$ cat config.mk
export PLATFORM = sky130hd
export DESIGN_NAME = spi_slave_cs_responder
export DESIGN_NICKNAME = d
export VERILOG_FILES = /design/src/rtl/spi_slave_cs_responder.sv
export SDC_FILE = /design/constraint.sdc
export NUM_CORES = 1
export LEC_CHECK = 0
export BUFFER_PORTS_ARGS = -buffer_cell sky130_fd_sc_hd__buf_2
export CAP_MARGIN = 20
export CELL_PAD_IN_SITES_DETAIL_PLACEMENT = 0
export CELL_PAD_IN_SITES_GLOBAL_PLACEMENT = 1
export CORE_AREA = 2 2 69 71
export CTS_BUF_LIST = sky130_fd_sc_hd__clkbuf_8
export CTS_CLUSTER_DIAMETER = 50
export DETAILED_ROUTE_END_ITERATION = 8
export DIE_AREA = 0 0 71 73
export HOLD_SLACK_MARGIN = 0.1
export PLACE_DENSITY_LB_ADDON = 0.1
export RECOVER_POWER = 50
export SKIP_LAST_GASP = 1
export SYNTH_ARGS = -nofsm -noshare
export SYNTH_HDL_FRONTEND = slang
export SYNTH_SLANG_ARGS = --single-unit
$ cat constraint.sdc
create_clock -name i_clk -period 1.8 [get_ports i_clk]
set_input_delay 0.09 -clock i_clk [delete_from_list [all_inputs] [get_ports i_clk]]
set_output_delay 0.09 -clock i_clk [all_outputs]
set_load 0.01 [all_outputs]
$ cat src/rtl/spi_slave_cs_responder.sv
// SPI responder for a CS-framed link: pins are synchronised into i_clk and oversampled.
// Full-duplex bytes per frame, MISO fed from a single preloaded holding register.
`timescale 1ns/1ps
module spi_slave_cs_responder #(
    parameter int SPI_MODE         = 0,
    parameter int MAX_BYTES_PER_CS = 2,
    parameter int SYNC_STAGES      = 2
) (
    input  logic       i_clk,
    input  logic       i_rst_n,
    input  logic       i_SPI_clk,
    input  logic       i_SPI_CS_n,
    input  logic       i_SPI_MOSI,
    output logic       o_SPI_MISO,
    output logic       o_SPI_MISO_en,
    input  logic [7:0] i_TX_Byte,
    input  logic       i_TX_DV,
    output logic       o_TX_Ready,
    output logic [7:0] o_RX_Byte,
    output logic       o_RX_DV,
    output logic [2:0] o_RX_count,
    output logic       o_TX_underrun,
    output logic       o_overrun,
    output logic       o_frame_done
);
    localparam logic       CPOL  = (SPI_MODE == 2) || (SPI_MODE == 3);
    localparam logic       CPHA  = (SPI_MODE == 1) || (SPI_MODE == 3);
    localparam logic [2:0] MAX_B = 3'(MAX_BYTES_PER_CS);
    localparam int         S     = SYNC_STAGES;

    typedef enum logic [1:0] {
        S_IDLE   = 2'd0,
        S_ACTIVE = 2'd1
    } state_t;

    state_t       r_state;
    logic [S-1:0] r_sck_sync;
    logic [S-1:0] r_cs_sync;
    logic [S-1:0] r_mosi_sync;
    logic         r_sck_q;
    logic         r_cs_q;
    logic [6:0]   r_shift_rx;
    logic [7:0]   r_shift_tx;
    logic [7:0]   r_hold;
    logic         r_hold_full;
    logic [2:0]   r_bit_cnt;

    // CS chain resets to "selected" so a CS already low at reset release never looks like a fall
    always_ff @(posedge i_clk or negedge i_rst_n) begin
        if (!i_rst_n) begin
            r_sck_sync  <= {S{CPOL}};
            r_cs_sync   <= '0;
            r_mosi_sync <= '0;
            r_sck_q     <= CPOL;
            r_cs_q      <= 1'b0;
        end else begin
            r_sck_sync  <= {r_sck_sync[S-2:0], i_SPI_clk};
            r_cs_sync   <= {r_cs_sync[S-2:0], i_SPI_CS_n};
            r_mosi_sync <= {r_mosi_sync[S-2:0], i_SPI_MOSI};
            r_sck_q     <= r_sck_sync[S-1];
            r_cs_q      <= r_cs_sync[S-1];
        end
    end

    logic       w_sck;
    logic       w_cs;
    logic       w_mosi;
    logic       w_edge;
    logic       w_lead;
    logic       w_trail;
    logic       w_sample;
    logic       w_shift;
    logic       w_cs_fall;
    logic       w_cs_rise;
    logic       w_idle;
    logic       w_run;
    logic       w_room;
    logic       w_load;
    logic       w_shift_bit;
    logic       w_tx_acc;
    logic [7:0] w_rx_next;

    assign w_sck       = r_sck_sync[S-1];
    assign w_cs        = r_cs_sync[S-1];
    assign w_mosi      = r_mosi_sync[S-1];
    assign w_edge      = w_sck ^ r_sck_q;
    assign w_lead      = w_edge & (w_sck != CPOL);
    assign w_trail     = w_edge & (w_sck == CPOL);
    assign w_sample    = CPHA ? w_trail : w_lead;
    assign w_shift     = CPHA ? w_lead : w_trail;
    assign w_cs_fall   = r_cs_q & ~w_cs;
    assign w_cs_rise   = ~r_cs_q & w_cs;
    assign w_idle      = (r_state == S_IDLE);
    assign w_run       = (r_state == S_ACTIVE) & ~w_cs_rise;
    assign w_rx_next   = {r_shift_rx, w_mosi};
    assign w_room      = w_idle | (o_RX_count < MAX_B);
    assign w_load      = (w_idle & w_cs_fall & ~CPHA)
                       | (w_run & w_shift & (r_bit_cnt == 3'd0));
    assign w_shift_bit = w_run & w_shift & (r_bit_cnt != 3'd0);
    assign w_tx_acc    = i_TX_DV & ~r_hold_full;

    assign o_TX_Ready  = ~r_hold_full;
    assign o_SPI_MISO  = r_shift_tx[7];

    always_ff @(posedge i_clk or negedge i_rst_n) begin
        if (!i_rst_n) begin
            r_state       <= S_IDLE;
            r_bit_cnt     <= 3'd0;
            r_shift_rx    <= 7'd0;
            o_RX_Byte     <= 8'h00;
            o_RX_DV       <= 1'b0;
            o_RX_count    <= 3'd0;
            o_overrun     <= 1'b0;
            o_frame_done  <= 1'b0;
            o_SPI_MISO_en <= 1'b0;
        end else begin
            o_RX_DV      <= 1'b0;
            o_frame_done <= 1'b0;
            case (r_state)
                S_IDLE: begin
                    if (w_cs_fall) begin
                        r_state       <= S_ACTIVE;
                        r_bit_cnt     <= 3'd0;
                        o_RX_count    <= 3'd0;
                        o_overrun     <= 1'b0;
                        o_SPI_MISO_en <= 1'b1;
                    end
                end
                S_ACTIVE: begin
                    if (w_cs_rise) begin
                        r_state       <= S_IDLE;
                        o_frame_done  <= 1'b1;
                        o_SPI_MISO_en <= 1'b0;
                    end else if (w_sample) begin
                        r_shift_rx <= w_rx_next[6:0];
                        r_bit_cnt  <= r_bit_cnt + 3'd1;
                        if (r_bit_cnt == 3'd7) begin
                            if (w_room) begin
                                o_RX_Byte  <= w_rx_next;
                                o_RX_DV    <= 1'b1;
                                o_RX_count <= o_RX_count + 3'd1;
                            end else begin
                                o_overrun <= 1'b1;
                            end
                        end
                    end
                end
                default: begin
                    r_state       <= S_IDLE;
                    o_SPI_MISO_en <= 1'b0;
                end
            endcase
        end
    end

    // A load in the same cycle as a host write sees the old (empty) register
    always_ff @(posedge i_clk or negedge i_rst_n) begin
        if (!i_rst_n) begin
            r_shift_tx    <= 8'h00;
            r_hold        <= 8'h00;
            r_hold_full   <= 1'b0;
            o_TX_underrun <= 1'b0;
        end else begin
            o_TX_underrun <= 1'b0;
            if (w_load) begin
                if (w_room && r_hold_full) begin
                    r_shift_tx  <= r_hold;
                    r_hold_full <= 1'b0;
                end else begin
                    r_shift_tx    <= 8'hFF;
                    o_TX_underrun <= w_room;
                end
            end else if (w_shift_bit) begin
                r_shift_tx <= {r_shift_tx[6:0], 1'b0};
            end else if (!w_run) begin
                r_shift_tx <= 8'h00;
            end
            if (w_tx_acc) begin
                r_hold      <= i_TX_Byte;
                r_hold_full <= 1'b1;
            end
        end
    end

endmodule

; ---- Yosys cells after proc, flatten, opt, wreduce, memory -nomap -nowiden
; Index checks and enable logic that the tools add are counted.
[op_classes]
n_mux = 37
bitwise_logic = 18
n_addsub = 2
reduce_logical = 14
n_eq_ne = 10
n_lt_le_gt_ge = 1
[op_table]
columns = cell, count
row1 = $mux W8, 4
row2 = $mux W3, 7
row3 = $mux W1, 19
row4 = $ne A2 B2 Y1 const B, 6
row5 = $pmux W3 S2, 2
row6 = $reduce_and A6 Y1, 2
row7 = $and A1 B1 Y1, 10
row8 = $add A3 B1 Y3 const B, 2
row9 = $reduce_bool A2 Y1, 3
row10 = $not A1 Y1, 5
row11 = $reduce_and A5 Y1, 1
row12 = $mux W2, 2
row13 = $pmux W1 S2, 2
row14 = $pmux W2 S2, 1
row15 = $reduce_and A2 Y1, 2
row16 = $reduce_and A4 Y1, 1
row17 = $eq A3 B3 Y1 const B, 1
row18 = $logic_not A3 Y1, 1
row19 = $lt A3 B2 Y1 const B, 1
row20 = $ne A3 B1 Y1 const B, 1
row21 = $reduce_and A3 Y1, 1
row22 = $reduce_bool A3 Y1, 1
row23 = $eq A2 B1 Y1 const B, 1
row24 = $logic_not A2 Y1, 1
row25 = other kinds (4), 5
[word_totals]
reg_bits = 53
word_cells = 100
out_inout_bits = 18
inputBits = 14

; ---- Longest topological paths before layout
[depth]
depth_word = 9
depth_mapped = 7
ltp_nobuf = 6

; ---- Worst setup path before layout
; OpenSTA, ideal clock, no wires.
[synth_timing]
path_type = reg-to-reg
from = register, netlist name o_SPI_MISO_en
to = register r_hold_full
required_ns = 1.679
path_buffers = 2
t_arrival_ns = 1.385
setup_slack_ns = 0.294
setup_ns = 0.121
period_less_slack_ns = 1.506
stages_incl_launch_ff = 6
cell_sequence = dfrtp_1 > or3_1 > buf_6 > o31a_4 > buf_6 > o22a_1
[synth_lines]
columns = element, line
row1 = "end signal, assigned", 161  ; r_hold_full <= 1'b0;
row2 = "end signal, assigned", 168  ; r_hold_full <= 1'b0;
row3 = "end signal, assigned", 180  ; r_hold_full <= 1'b1;
row4 = "end, declared", 45  ; logic r_hold_full;

; ---- Final worst setup path
[layout_timing]
from = register r_bit_cnt[0]
to = register o_RX_Byte[0]
[layout_between]
elab_chain_len = 2
[layout_rtl]
columns = element, line
row1 = "start, declared", 46  ; logic [2:0] r_bit_cnt;
row2 = "start signal, assigned", 136  ; r_bit_cnt <= r_bit_cnt + 3'd1;
row3 = $eq A3 B3 Y1, 137  ; if (r_bit_cnt == 3'd7) begin
row4 = $reduce_and A5 Y1 (no source line), -
row5 = "end signal, assigned", 139  ; o_RX_Byte <= w_rx_next;
row6 = "end, declared", 19  ; output logic [7:0] o_RX_Byte,
; No other way between the ends.
; A chain may end at the register's enable or synchronous reset.

==> out/summary.json <==
{
  "run_status": "complete, no violations",
  "yosys_warnings": 0,
  "firstDrtPassIters": 4,
  "worst_setup_hold_path_clk_slew_ns": 0.09,
  "core-area_sq_um": 4540,
  "global_route_wire_length_before_repair_mm": 6.00,
  "worst_r2r_startpoint": "r_bit_cnt[0]",
  "die_boundary_width_microns": 71,
  "route.detailed.vias_per_inst": 5.03,
  "dr_total_vias": 1282,
  "die-area_sq_um": 5180,
  "globalRouteTotalUtil": 0.150,
  "number_of_max_cap_violations": 0,
  "post-synth-top-area-fraction": 0.632,
  "reg2regPathDepth": 5,
  "detail_route.wirelength_mm": 3.45,
  "clkSinkCount": 51,
  "regToRegSetupSlack_ns": 0.24,
  "antenna_cells_inserted": 0,
  "critical_path_class": "reg -> reg",
  "floorplan.die.height_microns": 73,
  "drt-wirelength-per-cell_microns": 13.5,
  "cts_made_buffers": 5,
  "dpl-instance-area_sq_um": 2270,
  "endpoint": "o_RX_Byte[0]",
  "layout.nets": 218,
  "edff_count_synth": 0,
  "worst-path-max-fanout": 11,
  "synth_top_area_cell": "dfrtp_1",
  "flow.area_growth_from_synthesis_pct": 23.6,
  "min-delay-path-class": "reg -> reg",
  "prevailing_post_synth_register_cell": "dfrtp_1",
  "final.setup_skew_ns": 0.00594,
  "clk_path_buf_depth": 2,
  "cts_tree": "built",
  "finalCoreUtilization": 0.550,
  "powerDensity_nw_per_um2": 1060,
  "ratio_of_cells_with_drive_above_1_in_the_final_layout": 0.328,
  "regToRegEndpoint": "o_RX_Byte[0]",
  "relative_slew_slack": 0.110,
  "antenna_found_initial": 0,
  "drt_iter0_drcs": 41,
  "asyncSetResetFlopFracSynth": 1.00,
  "irDropWorstVdd_v": 0.000579,
  "min_period_over_period": 0.868,
  "drc_violations": 0,
  "ioPinCount": 32,
  "dp_cells": 233,
  "clock_insertion_delay_worst_skew_ns": 0.29,
  "grt-ovfl-total": 0,
  "first_global_vias": 1323,
  "synth.area.top_cells": "dfrtp_1 63%, mux2_2 12%, a22oi_1 2.6%, ha_1 2.5%, o22ai_1 2.5%",
  "finalCriticalPeriod_ns": 1.56,
  "cts-htree-levels": 2,
  "place_hpwl_mm": 2.45,
  "gp_routability_congestion": 0.725,
  "drtAntennaViolNets": 0,
  "floorplan.initialDensity": 0.445,
  "num_rows": 25,
  "total_standard_cell_area_after_synthesis_sq_um": 2020,
  "mappedNetlistNets": 165,
  "final_area_sq_um": 2500,
  "fmax_mhz": 640,
  "cts.root.buffer_cell": "clkbuf_8",
  "yosysSeqAreaShare": 0.632,
  "port_buffers": 31,
  "timing.hold.worst.start": "r_cs_sync[0]",
  "finalNonFillerCells": 255,
  "yosys_reg_bits": 51,
  "worst-endpoint-required_ns": 1.98,
  "report.final.hold_viol_count": 0,
  "startpoint_type_of_the_worst_setup_path": "flop",
  "syn_area_per_cell_sq_um": 13.7,
  "cp-startpoint": "r_bit_cnt[0]",
  "critical_path.endpoint_type": "flop",
  "p_leak_nw": 1.20,
  "syn-instance-count": 147,
  "tightestPinTransition_ns": 1.34,
  "grt_max_degree": 28,
  "synth.lib_cells_used.distinct": 30,
  "cp.arrival_ns": 1.74,
  "rsz_0062_raised_after_global_routing": "false",
  "finalSetupViolCount": 0,
  "maxSlewViolCount": 0
}
per-layer routing:
metal / vias to the layer above / GRT usage / part of all wire
li1: 622 / - / -
met1: 631 / 0.193 / 0.47
met2: 24 / 0.239 / 0.48
met3: 5 / 0.0456 / 0.037
met4: 0 / 0.0587 / 0.010
met5: - / 0 / 0
registers in the layout, indices dropped and copies added (netlist names), 2 cells and up:
register	cells
r_hold	8
r_bit_cnt	3
r_sck_sync	2
r_shift_tx	8
r_shift_rx	7
o_RX_count	3
r_cs_sync	2
r_mosi_sync	2
o_RX_Byte	8
worst min path at each step:
stage	to	slack (ns)	cells past startpoint
2_1_floorplan	o_RX_Byte[0]	-0.21	0
3_3_place_gp	o_RX_count[0]	0.10	1
3_5_place_dp	o_RX_count[0]	0.12	1
4_1_cts	o_RX_count[0]	0.32	2
5_1_grt	r_cs_sync[1]	0.37	0
6_report	r_cs_sync[1]	0.35	0
logic make-up (layout without fill, tap and decap cells):
family,count (synthesis),in the layout,share of synthesized area
AOI/OAI and AO/OA,26,26,0.0898
adders and majority gates,4,4,0.0248
buffers and inverters,14,68,0.0366
DFF,51,51,0.632
muxes,24,24,0.133
and+or+nand+nor,28,28,0.0836
worst max-delay path, stage by stage (launching register included):
cell,delay (ns)
dfrtp_1,0.40
ha_1,0.16
ha_1,0.17
nor3b_4,0.23
buf_12,0.16
mux2_2,0.33
synthesized netlist by cell type, types with 2 or more instances:
library cell,count
a22oi_1,7
buf_2,2
buf_6,2
clkbuf_1,3
dfrtp_1,51
ha_1,4
inv_1,6
mux2_2,22
nand2_1,4
nand2b_1,3
nand3_1,3
nor2_1,8
nor2b_1,2
o21ai_0,7
o22ai_1,8
final cells by class:
| type | count | area, sq um |
|---|---|---|
| fillers | 398 | 2040 |
| multi-input cells | 82 | 676 |
| clock buffers | 5 | 68.8 |
| well taps | 54 | 67.6 |
| clock inverters | 3 | 16.3 |
| repair buffers | 54 | 369 |
| flip-flops and latches | 51 | 1280 |
| inverters | 6 | 22.5 |
power by group:
| group | leakage [nW] | switching [mW] | total [mW] | internal (mW) |
|---|---|---|---|---|
| clock | 0.0453 | 0.346 | 0.612 | 0.266 |
| combinational | 0.505 | 0.222 | 0.506 | 0.285 |
| sequential | 0.652 | 0.145 | 1.53 | 1.38 |
through the flow:
step	hold slack [ns]	worst slack (ns)	TNS [ns]	power, mW
2_1_floorplan	-0.206	0.294	0	1.88
4_1_cts	0.318	0.0211	0	2.69
6_report	0.352	0.237	0	2.65
5_1_grt	0.371	0.118	0	2.84
3_3_place_gp	0.101	-0.0775	-0.586	2.02
3_5_place_dp	0.118	-0.170	-1.30	2.05
layout by cell type, fill, tap and decap left out, types with 2 or more instances in the layout:
cell type | Yosys | final
nand3_1 | 3 | 3
o22ai_1 | 8 | 8
a22oi_1 | 7 | 7
ha_1 | 4 | 4
nand2_1 | 4 | 4
clkbuf_1 | 3 | 11
buf_12 | 0 | 2
dfrtp_1 | 51 | 51
nor2_1 | 8 | 8
nand2b_1 | 3 | 3
mux2_2 | 22 | 22
inv_1 | 6 | 7
o21ai_0 | 7 | 7
buf_4 | 1 | 7
dlygate4sd3_1 | 0 | 13
nor2b_1 | 2 | 2
clkbuf_8 | 0 | 5
buf_2 | 2 | 21
timing repair:
item | in CTS | in global routing
hold buffers | 13 | 0
resized for setup | 1 | 0
buffers inserted | 0 | 1
cloned | 0 | 0
endpoints found under the setup margin | 8 | 8
endpoints found under the hold margin | 36 | 0
Note: power is estimated with default switching activity, not from simulation.
